--- src/rtl/gtxe2_chnl_cpll_seq_pkg.sv ---
// gtxe2_chnl_cpll_seq_pkg: shared state encodings, default sequencer timing constants and a max helper
package gtxe2_chnl_cpll_seq_pkg;
  typedef enum logic [2:0] {
    S_IDLE      = 3'd0,
    S_PWRDN     = 3'd1,
    S_RESET     = 3'd2,
    S_WAIT_LOCK = 3'd3,
    S_RELEASE   = 3'd4,
    S_READY     = 3'd5,
    S_FAIL      = 3'd6
  } cpll_state_e;
  localparam int DEF_PD_CYCLES    = 16;
  localparam int DEF_RST_CYCLES   = 8;
  localparam int DEF_LOCK_STABLE  = 64;
  localparam int DEF_LOCK_TIMEOUT = 1024;
  localparam int DEF_RETRY_MAX    = 3;
  localparam int DEF_AUTO_START   = 1;
  function automatic int max3(int a, int b, int c);
    return a > b ? (a > c ? a : c) : (b > c ? b : c);
  endfunction
endpackage

--- src/rtl/gtxe2_chnl_cpll_seq_if.sv ---
// gtxe2_chnl_cpll_seq_if: sequencer bus; master=sequencer (in: start, cpll_lock, cpll_refclk_lost; out: CPLL controls, tx_rst, rx_rst, done, fail, state, retry_cnt)
interface gtxe2_chnl_cpll_seq_if;
  import gtxe2_chnl_cpll_seq_pkg::*;
  logic        start;
  logic        cpll_lock;
  logic        cpll_refclk_lost;
  logic        CPLLPD;
  logic        CPLLRESET;
  logic        CPLLLOCKEN;
  logic        tx_rst;
  logic        rx_rst;
  logic        done;
  logic        fail;
  cpll_state_e state;
  logic [1:0]  retry_cnt;
  modport master (
    input  start, cpll_lock, cpll_refclk_lost,
    output CPLLPD, CPLLRESET, CPLLLOCKEN, tx_rst, rx_rst, done, fail, state, retry_cnt
  );
  modport slave (
    output start, cpll_lock, cpll_refclk_lost,
    input  CPLLPD, CPLLRESET, CPLLLOCKEN, tx_rst, rx_rst, done, fail, state, retry_cnt
  );
endinterface

--- src/rtl/gtxe2_chnl_cpll_seq_sync_bit.sv ---
// gtxe2_sync_bit: 2-flop synchronizer with sync reset (clk, rst, d in; q out)
module gtxe2_sync_bit (
  input  logic clk,
  input  logic rst,
  input  logic d,
  output logic q
);
  logic m;
  always_ff @(posedge clk)
    if (rst) {m, q} <= 2'b00;
    else {m, q} <= {d, m};
endmodule

--- src/rtl/gtxe2_chnl_cpll_seq.sv ---
// gtxe2_chnl_cpll_seq: CPLL power-up/lock sequencer (clk, rst; bus.master carries start, lock inputs, CPLL controls and status)
module gtxe2_chnl_cpll_seq
  import gtxe2_chnl_cpll_seq_pkg::*;
#(
  parameter int PD_CYCLES    = DEF_PD_CYCLES,
  parameter int RST_CYCLES   = DEF_RST_CYCLES,
  parameter int LOCK_STABLE  = DEF_LOCK_STABLE,
  parameter int LOCK_TIMEOUT = DEF_LOCK_TIMEOUT,
  parameter int RETRY_MAX    = DEF_RETRY_MAX,
  parameter int AUTO_START   = DEF_AUTO_START
) (
  input logic clk,
  input logic rst,
  gtxe2_chnl_cpll_seq_if.master bus
);
  localparam int TW = $clog2(max3(PD_CYCLES, RST_CYCLES, LOCK_TIMEOUT) + 1);
  localparam int SW = $clog2(LOCK_STABLE + 1);
  cpll_state_e st, nxt;
  logic [1:0] retry, retry_nxt;
  logic [TW-1:0] tcnt;
  logic [SW-1:0] scnt;
  logic lock_s, lost_s, boot, auto_go, to, clr;
  gtxe2_sync_bit u_sync_lock (.clk(clk), .rst(rst), .d(bus.cpll_lock), .q(lock_s));
  gtxe2_sync_bit u_sync_lost (.clk(clk), .rst(rst), .d(bus.cpll_refclk_lost), .q(lost_s));
  // auto_go pulses on the second cycle after rst drops so IDLE is visible for one cycle
  always_ff @(posedge clk) begin
    boot    <= rst;
    auto_go <= boot && !rst && AUTO_START != 0;
  end
  always_comb begin
    nxt       = st;
    retry_nxt = retry;
    // refclk loss forces a timeout; a reached stable count suppresses the regular timeout
    to        = lost_s || (scnt != SW'(LOCK_STABLE) && tcnt == TW'(LOCK_TIMEOUT - 1));
    if (bus.start) begin
      nxt       = S_PWRDN;
      retry_nxt = '0;
    end else
      case (st)
        S_IDLE:      nxt = auto_go ? S_PWRDN : S_IDLE;
        S_PWRDN:     nxt = tcnt == TW'(PD_CYCLES - 1) ? S_RESET : S_PWRDN;
        S_RESET:     nxt = tcnt == TW'(RST_CYCLES - 1) ? S_WAIT_LOCK : S_RESET;
        S_WAIT_LOCK:
          if (to) begin
            retry_nxt = retry + 2'd1;
            nxt       = int'(retry_nxt) < RETRY_MAX ? S_PWRDN : S_FAIL;
          end else if (scnt == SW'(LOCK_STABLE))
            nxt = S_RELEASE;
        S_RELEASE:   nxt = S_READY;
        S_READY:     nxt = (!lock_s || lost_s) ? S_RESET : S_READY;
        S_FAIL:      nxt = S_FAIL;
        default:     nxt = S_IDLE;
      endcase
    clr = bus.start || nxt != st;
  end
  always_ff @(posedge clk)
    if (rst) begin
      st             <= S_IDLE;
      retry          <= '0;
      tcnt           <= '0;
      scnt           <= '0;
      bus.CPLLPD     <= 1'b1;
      bus.CPLLRESET  <= 1'b0;
      bus.CPLLLOCKEN <= 1'b0;
      bus.tx_rst     <= 1'b1;
      bus.rx_rst     <= 1'b1;
      bus.done       <= 1'b0;
      bus.fail       <= 1'b0;
    end else begin
      st             <= nxt;
      retry          <= retry_nxt;
      tcnt           <= clr ? '0 : tcnt + 1'b1;
      scnt           <= (clr || !lock_s) ? '0 : scnt + 1'b1;
      bus.CPLLPD     <= nxt inside {S_IDLE, S_PWRDN, S_FAIL};
      bus.CPLLRESET  <= nxt == S_RESET;
      bus.CPLLLOCKEN <= nxt inside {S_WAIT_LOCK, S_RELEASE, S_READY};
      bus.tx_rst     <= nxt != S_READY;
      bus.rx_rst     <= nxt != S_READY;
      bus.done       <= nxt == S_READY;
      bus.fail       <= nxt == S_FAIL;
    end
  assign bus.state     = st;
  assign bus.retry_cnt = retry;
endmodule

--- src/flat_wrapper.sv ---
// flat-port wrapper written by rule: the top's interface ports become plain ports
module gtxe2_chnl_cpll_seq_flat import gtxe2_chnl_cpll_seq_pkg::*;
#(
  parameter int PD_CYCLES    = DEF_PD_CYCLES,
  parameter int RST_CYCLES   = DEF_RST_CYCLES,
  parameter int LOCK_STABLE  = DEF_LOCK_STABLE,
  parameter int LOCK_TIMEOUT = DEF_LOCK_TIMEOUT,
  parameter int RETRY_MAX    = DEF_RETRY_MAX,
  parameter int AUTO_START   = DEF_AUTO_START
)
  (clk, rst, bus_start, bus_cpll_lock, bus_cpll_refclk_lost, bus_CPLLPD, bus_CPLLRESET, bus_CPLLLOCKEN, bus_tx_rst, bus_rx_rst, bus_done, bus_fail, bus_state, bus_retry_cnt);
  gtxe2_chnl_cpll_seq_if bus_i ();
  input logic clk;
  input logic rst;
  input wire logic [$bits(bus_i.start)-1:0] bus_start;
  input wire logic [$bits(bus_i.cpll_lock)-1:0] bus_cpll_lock;
  input wire logic [$bits(bus_i.cpll_refclk_lost)-1:0] bus_cpll_refclk_lost;
  output wire logic [$bits(bus_i.CPLLPD)-1:0] bus_CPLLPD;
  output wire logic [$bits(bus_i.CPLLRESET)-1:0] bus_CPLLRESET;
  output wire logic [$bits(bus_i.CPLLLOCKEN)-1:0] bus_CPLLLOCKEN;
  output wire logic [$bits(bus_i.tx_rst)-1:0] bus_tx_rst;
  output wire logic [$bits(bus_i.rx_rst)-1:0] bus_rx_rst;
  output wire logic [$bits(bus_i.done)-1:0] bus_done;
  output wire logic [$bits(bus_i.fail)-1:0] bus_fail;
  output wire logic [$bits(bus_i.state)-1:0] bus_state;
  output wire logic [$bits(bus_i.retry_cnt)-1:0] bus_retry_cnt;
  assign bus_i.start = bus_start;
  assign bus_i.cpll_lock = bus_cpll_lock;
  assign bus_i.cpll_refclk_lost = bus_cpll_refclk_lost;
  assign bus_CPLLPD = bus_i.CPLLPD;
  assign bus_CPLLRESET = bus_i.CPLLRESET;
  assign bus_CPLLLOCKEN = bus_i.CPLLLOCKEN;
  assign bus_tx_rst = bus_i.tx_rst;
  assign bus_rx_rst = bus_i.rx_rst;
  assign bus_done = bus_i.done;
  assign bus_fail = bus_i.fail;
  assign bus_state = bus_i.state;
  assign bus_retry_cnt = bus_i.retry_cnt;
  gtxe2_chnl_cpll_seq #(.PD_CYCLES(PD_CYCLES), .RST_CYCLES(RST_CYCLES), .LOCK_STABLE(LOCK_STABLE), .LOCK_TIMEOUT(LOCK_TIMEOUT), .RETRY_MAX(RETRY_MAX), .AUTO_START(AUTO_START)) u_core (.clk(clk), .rst(rst), .bus(bus_i));
endmodule
--- config.mk ---
export PLATFORM = sky130hd
export DESIGN_NAME = gtxe2_chnl_cpll_seq_flat
export DESIGN_NICKNAME = d
export VERILOG_FILES = /design/src/rtl/gtxe2_chnl_cpll_seq_pkg.sv /design/src/rtl/gtxe2_chnl_cpll_seq_if.sv /design/src/rtl/gtxe2_chnl_cpll_seq_sync_bit.sv /design/src/rtl/gtxe2_chnl_cpll_seq.sv /design/src/flat_wrapper.sv
export SDC_FILE = /design/constraint.sdc
export NUM_CORES = 1
export LEC_CHECK = 0
export CAP_MARGIN = 20
export CORE_AREA = 2 2 61 63
export CTS_CLUSTER_DIAMETER = 40
export DETAILED_ROUTE_END_ITERATION = 8
export DIE_AREA = 0 0 63 65
export DONT_BUFFER_PORTS = 1
export PLACE_DENSITY = 0.62
export SETUP_SLACK_MARGIN = 0.15
export SYNTH_ARGS = -nofsm -noshare
export SYNTH_HDL_FRONTEND = slang
export SYNTH_SLANG_ARGS = --single-unit
--- constraint.sdc ---
create_clock -name clk -period 2.1 [get_ports clk]
set_input_delay 0.42 -clock clk [delete_from_list [all_inputs] [get_ports clk]]
set_output_delay 0.42 -clock clk [all_outputs]
set_load 0.05 [all_outputs]
# Word-level counts from Yosys, hierarchy flattened
# Index checks and enable logic that the tools add are counted.
dict set report op_classes {
  n_addsub 3
  mul 0
  div_mod_pow 0
  magnitude_cmp 1
  n_eq_ne 19
  shifts 0
  n_mux 9
  bitwise_logic 0
  n_reduce_logical 16
}
# cell n
set ops {}
lappend ops {{$pmux 3 s7} 1}
lappend ops {{$eq 3x3->1 const B} 6}
lappend ops {{$mux 3} 5}
lappend ops {{$eq 3x2->1 const B} 4}
lappend ops {{$add 11x1->11 const B} 1}
lappend ops {{$eq 11x10->1 const B} 1}
lappend ops {{$eq 11x3->1 const B} 1}
lappend ops {{$eq 11x4->1 const B} 1}
lappend ops {{$add 7x1->7 const B} 1}
lappend ops {{$eq 7x7->1 const B} 1}
lappend ops {{$ne 7x7->1 const B} 1}
lappend ops {{$eq 3x1->1 const B} 2}
lappend ops {{$logic_not 3->1} 2}
lappend ops {{$reduce_bool 3->1} 2}
lappend ops {{$reduce_or 2->1} 3}
lappend ops {{$logic_or 1x1->1} 4}
lappend ops {{$ne 3x3->1} 1}
lappend ops {{$ne 3x3->1 const B} 1}
lappend ops {{$add 2x1->2 const B} 1}
lappend ops {{$logic_and 1x1->1} 2}
lappend ops {{$logic_not 1->1} 2}
lappend ops {{$lt 2x2->1 const B} 1}
lappend ops {{$mux 1} 2}
lappend ops {{$mux 2} 1}
lappend ops {{$reduce_and 2->1} 1}
dict set report totals {
  register_bits 35
  latchBits 0
  ram_bits 0
  romBits 0
  inputBits 5
  word_cells 64
  mem_count 0
}

# Longest topological paths before layout
# Gate-level depths: netlist of run 1.
dict set report depth {
  depth_word 10
  depth_mapped 8
  mapped_depth_nobuf 8
}

# Hierarchy
# A second synthesis of run 1 with hierarchy kept.
dict set report unflattened {
  hier_cells 191
  hier_area_um2 1800.5
}
# module instances cells_per_inst area_each_um2
set by_module_without_submodules {}
lappend by_module_without_submodules {gtxe2_chnl_cpll_seq 1 183 1695.4}
lappend by_module_without_submodules {gtxe2_sync_bit 2 4 52.6}

# Worst setup path after synthesis of run 1
# Ideal clock, no wire load.
dict set report synth_timing {
  path_type {reg-to-reg}
  startpoint {register u_core.retry[1] (netlist: u_core.bus.retry_cnt[1])}
  endpoint {register u_core.bus.CPLLPD}
  setup_time_ns 0.121
  t_arrival_ns 1.910
  required_time_ns 1.979
  slack_ns 0.068
  path_stages_with_launch 7
  path_buffers 0
  synth_period_minus_slack_ns 2.032
  cell_sequence {dfxtp_1 ha_1 inv_1 a32o_1 a31oi_1 a31oi_4 mux2_4}
}
dict set report synth_between {
  elab_chain_cells 8
  elab_cells_between_ends 10
  classes_between {add/sub (1); order compare (1); eq/ne (2); mux (4); reduce/logical (2)}
}
# element line_no
set synth_lines {}
lappend synth_lines {{start, declared} gtxe2_chnl_cpll_seq.sv:19} ;# logic [1:0] retry, retry_nxt;
lappend synth_lines {{start signal, assigned} gtxe2_chnl_cpll_seq.sv:71} ;# retry <= retry_nxt;
lappend synth_lines {{$add 2x1->2 *} gtxe2_chnl_cpll_seq.sv:45} ;# retry_nxt = retry + 2'd1;
lappend synth_lines {{$lt 2x2->1 *} gtxe2_chnl_cpll_seq.sv:46} ;# nxt = int'(retry_nxt) < RETRY_MAX ? S_PWRDN : S_FAIL;
lappend synth_lines {{$mux 3 *} gtxe2_chnl_cpll_seq.sv:46}
lappend synth_lines {{$mux 3 *} gtxe2_chnl_cpll_seq.sv:44} ;# if (to) begin
lappend synth_lines {{$pmux 3 s7 *} gtxe2_chnl_cpll_seq.sv:39} ;# case (st)
lappend synth_lines {{$mux 3 *} gtxe2_chnl_cpll_seq.sv:35} ;# if (bus.start) begin
lappend synth_lines {{$eq 3x1->1, or another cell as far along} gtxe2_chnl_cpll_seq.sv:74} ;# bus.CPLLPD <= nxt inside {S_IDLE, S_PWRDN, S_FAIL};
lappend synth_lines {{$reduce_bool 3->1 *} gtxe2_chnl_cpll_seq.sv:74}
lappend synth_lines {{end signal, assigned} gtxe2_chnl_cpll_seq.sv:74}
lappend synth_lines {{end, declared} gtxe2_chnl_cpll_seq_if.sv:18} ;# output CPLLPD, CPLLRESET, CPLLLOCKEN, tx_rst, rx_rst, done, fail, state, retry_cnt
# Every way passes the cells marked *; elsewhere a longest branch is shown, timed or not.
# A chain may end at the register's enable or synchronous reset.

# Worst setup path in the final report of run 1
dict set report layout_timing {
  startpoint {register u_core.scnt[0]}
  endpoint {register u_core.bus.CPLLLOCKEN}
}
dict set report layout_between {
  elab_chain_cells 8
  elab_cells_between_ends 12
  classes_between {eq/ne (5); mux (4); reduce/logical (3)}
}
# element line_no
set layout_lines {}
lappend layout_lines {{start, declared} gtxe2_chnl_cpll_seq.sv:21} ;# logic [SW-1:0] scnt;
lappend layout_lines {{start signal, assigned} gtxe2_chnl_cpll_seq.sv:73} ;# scnt <= (clr || !lock_s) ? '0 : scnt + 1'b1;
lappend layout_lines {{$ne 7x7->1} gtxe2_chnl_cpll_seq.sv:34} ;# to = lost_s || (scnt != SW'(LOCK_STABLE) && tcnt == TW'(LOCK_TIMEOUT - 1));
lappend layout_lines {{$logic_and 1x1->1} gtxe2_chnl_cpll_seq.sv:34}
lappend layout_lines {{$logic_or 1x1->1} gtxe2_chnl_cpll_seq.sv:34}
lappend layout_lines {{$mux 3 *} gtxe2_chnl_cpll_seq.sv:44}
lappend layout_lines {{$pmux 3 s7 *} gtxe2_chnl_cpll_seq.sv:39}
lappend layout_lines {{$mux 3 *} gtxe2_chnl_cpll_seq.sv:35}
lappend layout_lines {{$eq 3x2->1 or $eq 3x3->1 (tied branches)} gtxe2_chnl_cpll_seq.sv:76} ;# bus.CPLLLOCKEN <= nxt inside {S_WAIT_LOCK, S_RELEASE, S_READY};
lappend layout_lines {{$reduce_bool 3->1 *} gtxe2_chnl_cpll_seq.sv:76}
lappend layout_lines {{end signal, assigned} gtxe2_chnl_cpll_seq.sv:76}
lappend layout_lines {{end, declared} gtxe2_chnl_cpll_seq_if.sv:18}
# Marks and branches as above.

==> key figures, run 1 <==
Timing
  • Total negative slack: 0 ns
  • Slew Limit Fails: 0
  • Tcrit/Tclk final: ~90%
  • Final worst slack: 0.202 ns
  • Fin crit period: approximately 1.9 ns
  • Final hold vios: 0
  • Worst Max-Slew Pin Slew: between 0.4 and 0.5 ns
  • Slew margin rel.: between 60 and 70%
  • Setup Viol. Count Final: 0
  • RSZ-0062 raised after global routing: true
  • Clk_skew: between 0.003 and 0.004 ns
  • FMAX: between 500 and 600 MHz

Clock network
  • CTS tree: done
  • Deepest clock path buffer count: 2
  • H-tree depth: 2
  • Sink Count: 35
  • Reg clk slew, reported paths: approximately 0.10 ns
  • Hold Buf Count CTS: 0
  • CTS Buf Count: 5
  • Root buf cell: clkbuf_4
  • Clk Latency, worst-skew pair: around 0.33 ns

Yosys
  • Cell taking the most area after synthesis: dfxtp_1
  • Synthesized area: ~1700 µm²
  • #FFs+latches synth: 35
  • Gate Count Post-Synth: between 150 and 200
  • Yosys cell types: 54
  • Predominant post-synthesis flop cell: dfxtp_1
  • Top cells by area, synth: dfxtp_1 41%, nor2_1 4.8%, xnor2_1 3.6%
  • Net count after synthesis: between 150 and 200
  • Post-synth EDFFs: 0
  • Yosys top cell area share: 41.1%
  • Avg Synthesized Cell Area: between 9 and 10 µm²
  • Share of synthesized registers carrying an async set or reset: 0%
  • Synth warn: 0
  • Register area share after synthesis: around 41%

Global route
  • Global-route wire length before repair: roughly 6000 µm
  • Initial antenna violation count: 0
  • Pin count of the biggest net entering global routing: 12
  • GRT Overall Usage: 18.8%
  • Total gr overflow: 0
  • Vias in the first global route: approximately 1300

Power
  • Cell internal pwr: roughly 980 µW
  • Comb power frac: under 10%
  • Pwr per Cell Area: approximately 630 nW/µm²
  • Sw power: roughly 270 µW
  • Seq pwr share: 54.9%
  • Pleak: between 0.0007 and 0.0008 µW
  • Switching part of the total power: approximately a fifth
  • Clock Power Share: about two fifths
  • Worst vdd ir: between 0.3 and 0.4 mV

Placed design
  • Final GP Congestion: just over 0.8
  • Dpl hpwl: ~2500 µm
  • Post-place setup slack: around 0.097 ns
  • Post-DP Area: between 1500 and 2000 µm²
  • Port Buffers: 0

Cells and area
  • Commonest cells after routing, fill and taps aside: 28 x dfxtp_1, 22 x nor2_1, 14 x buf_4, 10 x nand2_1
  • Layout area overhead: 15.9%
  • Layout net count: a little over 200
  • Final Cell Area: between 1500 and 2000 µm²
  • Core Util, Final: 56.5%
  • Commonest non-fill, non-tap cell in the layout: dfxtp_1
  • Fillers: about 320
  • N_diodes: 0
  • Share of cells above drive strength 1: around 29%

Worst setup path
  • R2r startpoint: u_core.scnt[0]
  • Setup CP Type: reg -> reg
  • Worst Path Arrival: 2.13 ns
  • Cells along the critical path: inv_1 > ha_1 > and3b_1 > a22o_2 > o21ai_2 > a21o_2 > inv_2 > o32a_1
  • Worst path slowest cell: dfxtp_2
  • Worst setup EP type: flip-flop
  • Critical path's largest stage delay: approximately 0.36 ns
  • CP Max Fanout: 4
  • Worst Setup SP: u_core.scnt[0]
  • Critical Path Source Type: flip-flop
  • Critical Path RT: ~2.3 ns

Floorplan
  • Die area: ~4100 µm²
  • Initial Utilization: 48.7%
  • IO Pins: 17
  • Std-Cell Rows: 22
  • Chip height: roughly 65 µm
  • CORE AREA: around 3500 µm²
  • Die width: approximately 63 µm

Status
  • Run status: finished, final reports clean

Routing
  • Mean routed wirelength per cell: around 14 µm
  • Final wirelength: between 3000 and 4000 µm
  • Antenna viol nets, final: 0
  • Via density: 5.65
  • 1st-iter DRT viols: 97
  • Drc violations: 0
  • Vias: 1379
  • TritonRoute pass-1 iters: 4

Run
  • Max-cap violations: 0

Hold path
  • Hold path start: rst
  • Hold crit path type: in -> reg
[final timing paths]
path | endpoint | slack [ns] | depth (start not counted)
min | u_core.boot | 0.10 | 0
min reg2reg | u_core.auto_go | 0.45 | 1
max | u_core.bus.CPLLLOCKEN | 0.20 | 8
max reg2reg | u_core.bus.CPLLLOCKEN | 0.20 | 8
[layer usage]
layer  vias up  routed length (µm)  GRT usage (%)
met5         -                   0              0
met4         0                  77           8.61
met3         9                 157           5.38
met2        38                1720           31.6
met1       666                1550           22.1
li1        666                   -              -
[power by group through the flow]
| stage | clock network, µW | logic, µW | registers (µW) |
|---|---|---|---|
| finish | 500 | 62.4 | 684 |
| global route | 547 | 68.4 | 686 |
| CTS | 513 | 54.9 | 684 |
| detailed placement | 0 | 53.1 | 699 |
| global placement | 0 | 51.5 | 698 |
| floorplan | 0 | 44.9 | 697 |
[registers in the layout (all words and copies together), names as in the netlist, 2 cells and up]
| signal | cells |
|---|---|
| u_core.tcnt | 11 |
| u_core.scnt | 7 |
| u_core.bus.state | 3 |
| u_core.bus.retry_cnt | 2 |
[metrics by stage]
stage	hold slack [ns]	power, µW	std cells
after floorplan	0.414	741	181
after global placement	0.418	750	231
after detailed placement	0.427	752	231
after CTS	0.0864	1250	239
after global routing	0.0737	1300	244
final	0.104	1250	244
[cell usage after synthesis, types with 2 or more instances]
cell / count
a21oi_1: 6
nor3b_1: 4
or3_1: 2
nor3_1: 7
xor2_1: 6
buf_4: 5
xnor2_1: 7
nand3_1: 7
dfxtp_1: 35
nor2_1: 22
nor4_4: 2
nand2_1: 11
o21ai_1: 2
inv_1: 8
nor4_1: 2
nor2b_1: 8
a21o_1: 3
inv_2: 2
ha_1: 4
o21ai_0: 4
[area by class of cell]
class | instances | area, µm² | area share (%)
Multi-Input combinational cell | 128 | 965 | 48.9
Sequential cell | 35 | 709 | 35.9
Timing Repair Buffer | 15 | 116 | 5.89
Tap cell | 48 | 60.1 | 3.04
Clock buffer | 6 | 51.3 | 2.60
Inverter | 10 | 37.5 | 1.90
Clock inverter | 2 | 35.0 | 1.77
[logic make-up (layout without fill, tap and decap cells)]
group	count (synthesis)	after routing	share of synthesized area (%)
and+or+nand+nor	80	80	28.4
DFF	35	35	41.1
AOI/OAI and AO/OA	30	30	14.4
buffers and inverters	18	33	5.58
xor gates and xnor gates	13	13	6.69
adders and majority gates	4	4	2.94
muxes	1	1	0.881
[what timing repair did]
| action | 4_1_cts | 5_1_grt |
|---|---|---|
| buffers inserted | 0 | 4 |
| gates resized for setup | 5 | 9 |
| pin swaps | 0 | 9 |
| endpoints found under the setup margin | 15 | 21 |
| gates cloned | 0 | 1 |
[worst max-delay path: cells and delay by family (launching register included)]
family                   cells  cell delay [ns]
AO/OA/AOI/OAI                4             0.92
buffers and inverters        2             0.10
flip-flops                   1             0.36
AND/OR/NAND/NOR              1             0.19
adder cells (fa/ha/maj)      1             0.21
Note: power is estimated with default switching activity, not from simulation.
==> inputs of run 2 (changes only) <==
--- a/config.mk
+++ b/config.mk
@@ -11,7 +11,7 @@
 export DETAILED_ROUTE_END_ITERATION = 8
 export DIE_AREA = 0 0 63 65
 export DONT_BUFFER_PORTS = 1
-export PLACE_DENSITY = 0.62
+export PLACE_DENSITY_LB_ADDON = 0.05
 export SETUP_SLACK_MARGIN = 0.15
 export SYNTH_ARGS = -nofsm -noshare
 export SYNTH_HDL_FRONTEND = slang
==> run 2 against run 1 <==
Compared with the run above:
- via count shrank 6.6%
- global-route usage shrank 2.5 points
- total power shrank 13%
- non-clock buffer count shrank 2
- sequential share of layout area grew 1.2 points
- clock power shrank 31%
- cell count shrank 0.82%
- critical path type unchanged
- critical endpoint is now u_core.tcnt[6]
==> key figures, run 2 (synthesis gave the netlist of run 1 again) <==
Status
  • Run status: finished, final reports clean

Power
  • Pwr per Cell Area: between 500 and 600 nW/µm²
  • Pleak: a little over 0.0007 µW
  • Worst vdd ir: 0.308 mV

Hold path
  • Hold Path End: u_core.boot
  • Hold path start: rst
  • Hold crit path type: in -> reg
  • Hold path depth: 0

Cells and area
  • Most flop-heavy register: u_core.tcnt
  • Layout net count: approximately 200
  • N_diodes: 0
  • Fin cells: around 240
  • Layout area overhead: 12.3%
  • Commonest cells after routing, fill and taps aside: 28 x dfxtp_1, 22 x nor2_1, 12 x buf_4, 10 x nand2_1
  • Max reg flops: 11
  • Commonest non-fill, non-tap cell in the layout: dfxtp_1
  • Share of cells above drive strength 1: 26.8%

Routing
  • Final wirelength: 3120 µm
  • Drc violations: 0
  • Vias: approximately 1300
  • 1st-iter DRT viols: 40
  • Via density: 5.32
  • Antenna viol nets, final: 0
  • Mean routed wirelength per cell: approximately 13 µm
  • TritonRoute pass-1 iters: 4

Worst setup path
  • R2r endpoint: u_core.tcnt[6]
  • R2r setup slk: around 0.26 ns
  • Critical Path Source Type: flip-flop
  • Worst Path Arrival: between 2 and 2.5 ns
  • CP Max Fanout: 7
  • R2r startpoint: u_core.tcnt[0]
  • Worst setup EP type: flip-flop
  • Setup CP Type: reg -> reg
  • Critical Path RT: about 2.4 ns
  • FF-to-FF path depth: 7

Timing
  • Slew Limit Fails: 0
  • Clk_skew: 0.00794 ns
  • Final hold vios: 0
  • FMAX: 544 MHz
  • Tcrit/Tclk final: 87.5%
  • RSZ-0062 raised after global routing: true
  • Slew margin rel.: between 60% and 70%
  • Setup Viol. Count Final: 0
  • Fin crit period: roughly 1.8 ns
  • Worst Max-Slew Pin Slew: about 0.48 ns
  • Total negative slack: 0 ns

Floorplan
  • Die width: about 63 µm
  • Die area: 4100 µm²
  • Chip height: around 65 µm
  • IO Pins: 17
  • Initial Utilization: between 40% and 50%
  • Std-Cell Rows: 22
  • CORE AREA: between 3000 and 4000 µm²

Clock network
  • Sink Count: 35
  • Clk Latency, worst-skew pair: around 0.34 ns
  • H-tree depth: 2
  • Hold Buf Count CTS: 0
  • CTS tree: done
  • CTS Buf Count: 5
  • Deepest clock path buffer count: 2
  • Reg clk slew, reported paths: around 0.1 ns
  • Root buf cell: clkbuf_4

Global route
  • Initial antenna violation count: 0
  • GRT Overall Usage: roughly 16%
  • Pin count of the biggest net entering global routing: 12
  • Total gr overflow: 0
  • Global-route wire length before repair: roughly 5000 µm
  • Vias in the first global route: approximately 1200

Placed design
  • Inst Count DP: about 230
  • Port Buffers: 0
  • Dpl hpwl: approximately 2200 µm
  • Final GP Congestion: between 0.7 and 0.8

Run
  • Max-cap violations: 0
-- run 2: power breakdown --
| part | leakage, µW | switching (µW) | internal (µW) | total [µW] |
|---|---|---|---|---|
| combinational | 0.000385 | 36.1 | 27.4 | 63.5 |
| clock | 0.0000347 | 219 | 124 | 343 |
| sequential | 0.000287 | 10.4 | 673 | 684 |
| total | 0.000707 | 266 | 825 | 1090 |
-- run 2: final cells by class --
class                           instances  area, µm²
Timing Repair Buffer                   13        101
Clock buffer                            5       37.5
Inverter                               10       37.5
Fill cell                             355       1580
Tap cell                               48       60.1
Sequential cell                        35        709
Clock inverter                          3       15.0
Multi-Input combinational cell        128        952
-- run 2: timing repair --
| action | in CTS | in global routing |
|---|---|---|
| setup buffers | 0 | 2 |
| cloned | 0 | 1 |
| pin swaps | 1 | 5 |
| setup endpoints to repair | 11 | 22 |
| resized for setup | 2 | 10 |
-- run 2: worst max path at each step --
stage / startpoint / to / slack (ns) / cells past startpoint
after floorplan: u_core.bus.state[2] / u_core.tcnt[7] / 0.17 / 7
after global placement: u_core.tcnt[0] / u_core.bus.CPLLPD / 0.15 / 6
after detailed placement: u_core.scnt[0] / u_core.tcnt[10] / 0.14 / 8
after CTS: u_core.scnt[0] / u_core.tcnt[10] / 0.15 / 8
after global routing: u_core.scnt[1] / u_core.tcnt[9] / 0.13 / 8
final: u_core.tcnt[0] / u_core.tcnt[6] / 0.26 / 7
-- run 2: routing by layer --
| metal | up-vias | GRT usage (%) | wire length (µm) |
|---|---|---|---|
| met2 | 20 | 26.2 | 1510 |
| met4 | 0 | 9.44 | 61 |
| li1 | 657 | - | - |
| met1 | 604 | 19.6 | 1400 |
| met5 | - | 0 | 0 |
| met3 | 7 | 4.34 | 143 |
-- run 2: critical path, stage by stage, from the launching register on --
cell       delay [ns]
dfxtp_1          0.34
ha_1             0.24
and2_1           0.18
and3_4           0.18
a311oi_4         0.30
o2111ai_4        0.24
buf_6            0.20
nor2_1           0.11
-- run 2: stage by stage --
stage          hold WS (ns)  worst slack, ns  util (%)  total power, µW  area (µm²)
6_report              0.101            0.262      54.7             1090        1910
3_5_place_dp          0.430            0.145      51.1              752        1790
4_1_cts              0.0943            0.152      53.1             1100        1860
5_1_grt              0.0827            0.126      54.7             1140        1910
3_3_place_gp          0.421            0.152      51.1              751        1790
2_1_floorplan         0.414            0.174         -              741        1710
==> RTL edit, RTL diff (flow settings as in run 1) <==
Make the reset (`rst`) asynchronous in 2 clocked blocks. Comments in the files are not updated.
--- a/src/rtl/gtxe2_chnl_cpll_seq_sync_bit.sv
+++ b/src/rtl/gtxe2_chnl_cpll_seq_sync_bit.sv
@@ -8,3 +8,3 @@
   logic m;
-  always_ff @(posedge clk)
+  always_ff @(posedge clk or posedge rst)
     if (rst) {m, q} <= 2'b00;
--- a/src/rtl/gtxe2_chnl_cpll_seq.sv
+++ b/src/rtl/gtxe2_chnl_cpll_seq.sv
@@ -55,3 +55,3 @@
   end
-  always_ff @(posedge clk)
+  always_ff @(posedge clk or posedge rst)
     if (rst) begin
Formal check against the unedited RTL: differs if rst is asserted again (counterexample within 4 cycles, from zero or initial values and one cycle with rst high); with rst held inactive, the same outputs for 10 cycles.
==> RTL edit against run 1 <==
  * First-iteration DRC count is 38% lower
  * Power is 9.9% lower
  * Count of clock-buffer cells in the layout is 1 lower
  * Setup slack worse by 0.051 ns
  * Area after synthesis is 6.5% higher
  * Routed wire length is 6.3% lower
  * Sequential cell count stayed put
  * Cell area is 3.9% higher
==> RTL edit: results (changes against run 1) <==
run status = finished clean
main flop type after synthesis = dfrtp_1
vias in the first global route = 1,220 (-9.6%)
placed wire-length estimate = 2300 um (-8.4%)
clock latency on the worst-skew pair = 0.35 ns (+0.02 ns)
ranking of synthesized cells by area = dfrtp_1 (43%), nor2_1 (5.0%), xnor2_1 (3.9%), buf_6 (3.1%), dfstp_2 (2.9%)
post-detailed-route wirelength per cell = 13.7 um (-4.8%)
CP top delay family = simple AND/OR/NAND/NOR gates
Leakage Power = 0.897 nW (+23%)
synthesized instance count = 176 (-2.8%)
sequential share of cell area = 42.6% (+6.7 points)
grt met3 use = 6.08% (+0.69 points)
ranking of synthesized cells by instance count = dfrtp_1 (31), nor2_1 (24), nand2_1 (13)
net switching power figure = 0.280 mW (+5.2%)
non-filler instance count after layout = 240 (-1.6%)
class of the tightest hold or removal check = input pin to async pin
sequential share of the synthesized area = 47.9% (+6.7 points)
Worst-Margin Slew = 0.767 ns (+0.294 ns)
data-path buffer share of cell area in the final layout = 6.22% (+0.33 points)
launch point of the worst reg-to-reg path = u_core.tcnt[0]
Final GP Congestion = 0.820 (+1.3%)
count of routing violations after the opening detailed-route iteration = 60 (-38%)
multi-input combinational gate total = 124 (-3.1%)
largest net degree at the start of global routing = 22 (+10)
Largest stage delay, worst path = 0.38 ns (+0.02 ns)
critical register-to-register path endpoint = u_core.tcnt[6]
Logic inverters = 9 (-1)
multi-input combinational cell area = 897 sq um (-7.0%)
Repair and plain buffers = 16 (+1)
total track usage = 17.7% (-1.1 points)
CP Data Arrival Time = 2.19 ns (+0.06 ns)
global-route wire length before repair = 5440 um (-9.2%)
syn_nets = 185 (-2.6%)
## RTL edit: what timing repair did
action | CTS | global route
setup buffers | 2 | 1
gates resized for setup | 7 | 11
cloned | 0 | 0
pin swaps | 1 | 4
setup endpoints to repair | 24 | 24
## RTL edit: per-stage QoR
stage / hold slack [ns] / area [sq um] / power [mW] / util, %
finish: 0.0860 / 2050 / 1.12 / 58.7
global route: 0.0410 / 2050 / 1.19 / 58.7
CTS: 0.0760 / 2010 / 1.13 / 57.4
detailed placement: 0.335 / 1900 / 0.769 / 54.3
global placement: 0.335 / 1900 / 0.767 / 54.3
floorplan: 0.331 / 1820 / 0.752 / -
## RTL edit: cell families after synthesis
kind of cell / Yosys count / synth area share [%]
compound gates: 21 / 8.63
simple gates: 81 / 25.6
buf+inv: 17 / 6.07
mux: 4 / 2.28
xor+xnor: 14 / 6.76
flops: 35 / 47.9
fa+ha+maj: 4 / 2.76
## RTL edit: metal layers
layer	share of wire (%)	routed length, um	up-vias
met4	1.6	52	0
met1	44	1460	643
met2	49	1610	30
met5	0	0	-
met3	4.9	161	5
li1	-	-	629
## RTL edit: worst max-delay path by stage
stage / to / cells after the start / start / slack (ns)
3_3_place_gp: u_core.bus.CPLLLOCKEN / 7 / u_core.tcnt[0] / 0.09
6_report: u_core.tcnt[6] / 8 / u_core.tcnt[0] / 0.15
4_1_cts: u_core.bus.CPLLLOCKEN / 7 / u_core.tcnt[0] / 0.13
3_5_place_dp: u_core.bus.CPLLLOCKEN / 8 / u_core.scnt[1] / 0.05
5_1_grt: u_core.scnt[0] / 7 / u_core.tcnt[10] / 0.05
2_1_floorplan: u_core.tcnt[5] / 8 / u_core.bus.state[1] / 0.14
